[config.mk]
export PLATFORM = sky130hd
export DESIGN_NAME = ascii_frame_sequencer
export DESIGN_NICKNAME = d
export VERILOG_FILES = /design/src/rtl/ascii_frame_sequencer.sv
export SDC_FILE = /design/constraint.sdc
export NUM_CORES = 1
export LEC_CHECK = 0
export ABC_AREA = 0
export CAP_MARGIN = 20
export CORE_MARGIN = 1
export CORE_UTILIZATION = 40
export CTS_CLUSTER_SIZE = 30
export DETAILED_ROUTE_END_ITERATION = 8
export GPL_ROUTABILITY_DRIVEN = 0
export PLACE_DENSITY = 0.7
export SYNTH_ARGS = -nofsm -noshare
export SYNTH_HDL_FRONTEND = slang
export SYNTH_SLANG_ARGS = --single-unit
[constraint.sdc]
create_clock -name clk -period 2.4 [get_ports clk]
set_clock_uncertainty 0.05 [all_clocks]
set_input_delay 0.36 -clock clk [delete_from_list [all_inputs] [get_ports clk]]
set_output_delay 0.36 -clock clk [all_outputs]
set_load 0.02 [all_outputs]
[src/rtl/ascii_frame_sequencer.sv]
// Streams one frame of cell-buffer brightness IDs as ASCII text:
// cursor-home escape, then ROWS lines of COLS ramp characters ending CR LF.
module ascii_frame_sequencer #(
    parameter int COLS   = 80,
    parameter int ROWS   = 30,
    parameter int ADDR_W = 12
) (
    input  logic              clk,
    input  logic              rst,
    input  logic              frame_start,
    output logic [ADDR_W-1:0] rd_addr,
    input  logic [5:0]        rd_data,
    output logic [7:0]        tx_data,
    output logic              tx_valid,
    input  logic              tx_ready,
    output logic              busy,
    output logic              frame_done,
    output logic              frame_dropped
);

    localparam int CW = $clog2(COLS + 1);
    localparam int RW = $clog2(ROWS + 1);

    localparam logic [7:0] RAMP [48] = '{
        8'h20, 8'h2E, 8'h60, 8'h2D, 8'h2C, 8'h3A, 8'h3B, 8'h7E,
        8'h2B, 8'h2F, 8'h3D, 8'h3E, 8'h7C, 8'h28, 8'h29, 8'h5C,
        8'h69, 8'h25, 8'h7B, 8'h2A, 8'h73, 8'h76, 8'h37, 8'h61,
        8'h65, 8'h43, 8'h4A, 8'h4C, 8'h54, 8'h59, 8'h77, 8'h46,
        8'h39, 8'h56, 8'h47, 8'h58, 8'h41, 8'h45, 8'h24, 8'h26,
        8'h23, 8'h40, 8'h52, 8'h57, 8'h30, 8'h4E, 8'h4D, 8'h51
    };

    typedef enum logic [3:0] {
        IDLE, HDR0, HDR1, HDR2, FETCH, LOAD, SEND, CR, LF
    } state_t;

    state_t            state;
    state_t            state_nx;
    logic [CW-1:0]     col;
    logic [RW-1:0]     row;
    logic [ADDR_W-1:0] addr;
    logic [7:0]        char_q;
    logic [5:0]        id_clamped;
    logic              last_col;
    logic              last_row;

    assign last_col   = (col == CW'(COLS - 1));
    assign last_row   = (row == RW'(ROWS - 1));
    assign id_clamped = (rd_data > 6'd47) ? 6'd47 : rd_data;
    assign rd_addr    = addr;
    assign busy       = (state != IDLE);

    always_comb begin
        state_nx = state;
        tx_valid = 1'b0;
        tx_data  = 8'h00;
        unique case (state)
            IDLE: if (frame_start) state_nx = HDR0;
            HDR0: begin
                tx_valid = 1'b1;
                tx_data  = 8'h1B;
                if (tx_ready) state_nx = HDR1;
            end
            HDR1: begin
                tx_valid = 1'b1;
                tx_data  = 8'h5B;
                if (tx_ready) state_nx = HDR2;
            end
            HDR2: begin
                tx_valid = 1'b1;
                tx_data  = 8'h48;
                if (tx_ready) state_nx = FETCH;
            end
            FETCH: state_nx = LOAD;
            LOAD:  state_nx = SEND;
            SEND: begin
                tx_valid = 1'b1;
                tx_data  = char_q;
                if (tx_ready) state_nx = last_col ? CR : FETCH;
            end
            CR: begin
                tx_valid = 1'b1;
                tx_data  = 8'h0D;
                if (tx_ready) state_nx = LF;
            end
            LF: begin
                tx_valid = 1'b1;
                tx_data  = 8'h0A;
                if (tx_ready) state_nx = last_row ? IDLE : FETCH;
            end
            default: state_nx = IDLE;
        endcase
    end

    always_ff @(posedge clk) begin
        if (rst) begin
            state         <= IDLE;
            col           <= '0;
            row           <= '0;
            addr          <= '0;
            char_q        <= 8'h00;
            frame_done    <= 1'b0;
            frame_dropped <= 1'b0;
        end else begin
            state         <= state_nx;
            frame_done    <= (state == LF) && tx_ready && last_row;
            frame_dropped <= frame_start && (state != IDLE);
            if (state == IDLE && frame_start) begin
                col  <= '0;
                row  <= '0;
                addr <= '0;
            end
            if (state == LOAD) char_q <= RAMP[id_clamped];
            // Address walks row-major by increment alone
            if (state == SEND && tx_ready) begin
                addr <= addr + 1'b1;
                col  <= last_col ? '0 : col + 1'b1;
            end
            if (state == LF && tx_ready && !last_row) row <= row + 1'b1;
        end
    end

endmodule

==> flow_summary.yaml <==
detailed_routing:
  drcViolationCount: 0
  wl_per_cell_um: 14.2
  routed_via_density: 5.86
  wirelength_um: 6610
  drt-initial-drc-count: 101
  first_pass_iters: 4
  vias: 2719
  antenna_left: 0
timing:
  setup_viol: 0
  fin_crit_ns: 2.27
  fmax_mhz: 441
  worst_pin_slew_ns: 0.645
  slew_viol_final: 0
  min_period_over_period_pct: 94.5
  relSlewSlack_pct: 56.9
  hold_ws_ns: 0.438
  rsz0062_at_grt: "false"
  hold_viol_final: 0
synth:
  avgSynthCellArea_um2: 7.57
  postSynthCellCount: 351
  synth_compound_area_share_pct: 25.3
  syn-num-nets: 373
  yosys.area_share.xor_xnor_pct: 1.98
  synth_ff_type: "dfxtp_1"
  synthArstFlopShare_pct: 0
  synth.mux.area_fraction_pct: 4.28
  synthSimpleGateAreaFrac_pct: 27.6
  ys_seq_elements: 37
  synth_warnings: 0
  synth_top_family_by_area: "simple AND/OR/NAND/NOR gates"
  synth_edf_count: 0
  yosysUniqueCellTypes: 58
  ys_seq_area_share_pct: 27.9
  synth_fa_ha_area_share_pct: 5.65
  syn_area_um2: 2660
final_layout:
  finish.utilization_pct: 50.8
  drive_above_1_share_pct: 12.1
  area_growth_pct: 22.0
  diodes: 0
  fin_nets: 408
  n_fill_cell: 609
floorplanning:
  io_pins: 34
  start_util_pct: 41.6
  die_w_um: 83.5
  die_area_um2: 6980
  rows: 29
  die_y_um: 83.5
  fp.coreArea_um2: 6390
grt:
  grt_first_pass_wirelength_um: 11400
  antenna_found_initial: 0
  grt_pass1_vias: 2476
  grt_max_degree: 29
  grt_usage_pct: 19.6
  grt-ovfl-total: 0
clocking:
  clockRootBuffer: "clkbuf_8"
  clk_pin_slew_ns: 0.08
  worstSkewPairLatency_ns: 0.30
  numCtsBuffers: 5
  clockBufferDepth: 2
  cts_tree: "done"
  htreeDepth: 2
  cts_num_sinks: 37
pwr:
  power_density_nw_per_um2: 592
  peakVddDrop_mv: 0.524
  leakage_nw: 1.22
  power_mw: 1.92
setup_path:
  worst_ep_arrival_time_ns: 1.86
  start_kind: "register"
  cp_max_fo: 13
  critPathRequiredTime_ns: 1.99
  path_class: "register to output pin"
  cp-end-kind: "output pin"
placed_design:
  numPortBuffers: 32
  hpwlAfterDp_um: 4700
hold_path:
  hp-class: "register to register"
run_status:
  status: "complete, no violations"
job:
  maxCapViolations: 0
[worst paths after layout]
check / start / end / slack, ns / cells after the start
worst max register to register: state[2] / rd_addr[7] / 0.51 / 5
worst min register to register: rd_addr[11] / rd_addr[11] / 0.44 / 1
worst min-delay path: rd_addr[11] / rd_addr[11] / 0.44 / 1
worst max-delay path: state[2] / tx_data[2] / 0.13 / 3
[layout make-up]
cell class                 count  area [um2]  share of cell area (%)
timing repair buffer          55         508                    15.7
multi-input combinational    271        1740                    53.5
clock inverter                 2        13.8                   0.424
clock buffer                   6        82.6                    2.55
inverter                      16        60.1                    1.85
tap                           77        96.3                    2.97
sequential                    37         748                    23.1
[layout by cell type, fill, tap and decap left out, types with 16 or more instances in the layout]
cell / n
nor2_1: 37
dfxtp_1: 33
clkdlybuf4s50_1: 31
a21oi_1: 30
nand2_1: 25
buf_4: 22
o21ai_0: 17
nand3_1: 17
inv_1: 16
[sequential cells by signal, summed over array words and instances, names as in the netlist]
register,cells
frame_done,1
char_q,7
frame_dropped,1
row,5
col,7
rd_addr,12
state,4
[power breakdown]
part           total, mW  internal, mW  switching (mW)
Clock              0.459         0.233           0.226
Sequential         0.687         0.637          0.0504
Combinational      0.775         0.342           0.433
Total               1.92          1.21           0.709
[cells in the mapped netlist (4+ instances only)]
master | n | share of area [%]
nor2_1 | 37 | 5.2
and2_1 | 5 | 1.2
nor3_1 | 12 | 2.3
a31oi_1 | 11 | 2.6
nor2b_1 | 8 | 1.9
a21oi_1 | 30 | 5.6
nand3_1 | 17 | 3.2
a311oi_1 | 4 | 1.3
inv_1 | 16 | 2.3
mux2i_1 | 8 | 3.0
o211ai_1 | 8 | 2.3
or3_1 | 8 | 1.9
xor2_1 | 4 | 1.3
buf_4 | 4 | 1.1
nand2_1 | 25 | 3.5
o21ai_0 | 17 | 3.2
ha_1 | 12 | 5.6
clkbuf_1 | 15 | 2.1
nand4_1 | 5 | 1.2
dfxtp_1 | 37 | 28
a211oi_1 | 5 | 1.4
buf_2 | 6 | 1.1
nand2b_1 | 6 | 1.4
and3_1 | 4 | 0.94
[critical path, cell delays in order (launching register included)]
cell             delay (ns)
dfxtp_2                0.51
nor2b_1                0.28
o211a_1                0.19
clkdlybuf4s50_1        0.59
[cell families (layout without fill, tap and decap cells)]
kind of cell             count (synthesis)  after routing
AND/OR/NAND/NOR                        140            140
multiplexers                            11             11
XOR/XNOR                                 6              6
other                                    1              1
AO/OA/AOI/OAI                          101            101
flip-flops                              37             37
adder cells (fa/ha/maj)                 12             12
buffers and inverters                   43             79
[through the flow]
step                TNS (ns)  cells  setup WS, ns  cell area, um2
floorplan                  0    351        0.0715            2660
global placement           0    456        0.0321            3130
detailed placement  -0.00503    456      -0.00503            3130
CTS                        0    464        0.0390            3230
global route               0    464        0.0205            3240
finish                     0    464         0.133            3240
[repair_timing]
item                                   CTS  global route
resized for setup                        3             4
setup endpoints to repair                6             3
hold buffers                             0             0
endpoints found under the hold margin    0             0
buffers inserted                         0             0
[layer usage]
| metal | wire (um) | vias to the layer above | global-route usage, % | share of wire [%] |
|---|---|---|---|---|
| met1 | 3110 | 1283 | 26.6 | 47 |
| met4 | 83 | 0 | 7.09 | 1.3 |
| li1 | - | 1340 | - | - |
| met3 | 330 | 7 | 3.26 | 5.0 |
| met2 | 3090 | 89 | 31.4 | 47 |
| met5 | 0 | - | 0 | 0 |
Note: power is estimated with default switching activity, not from simulation.
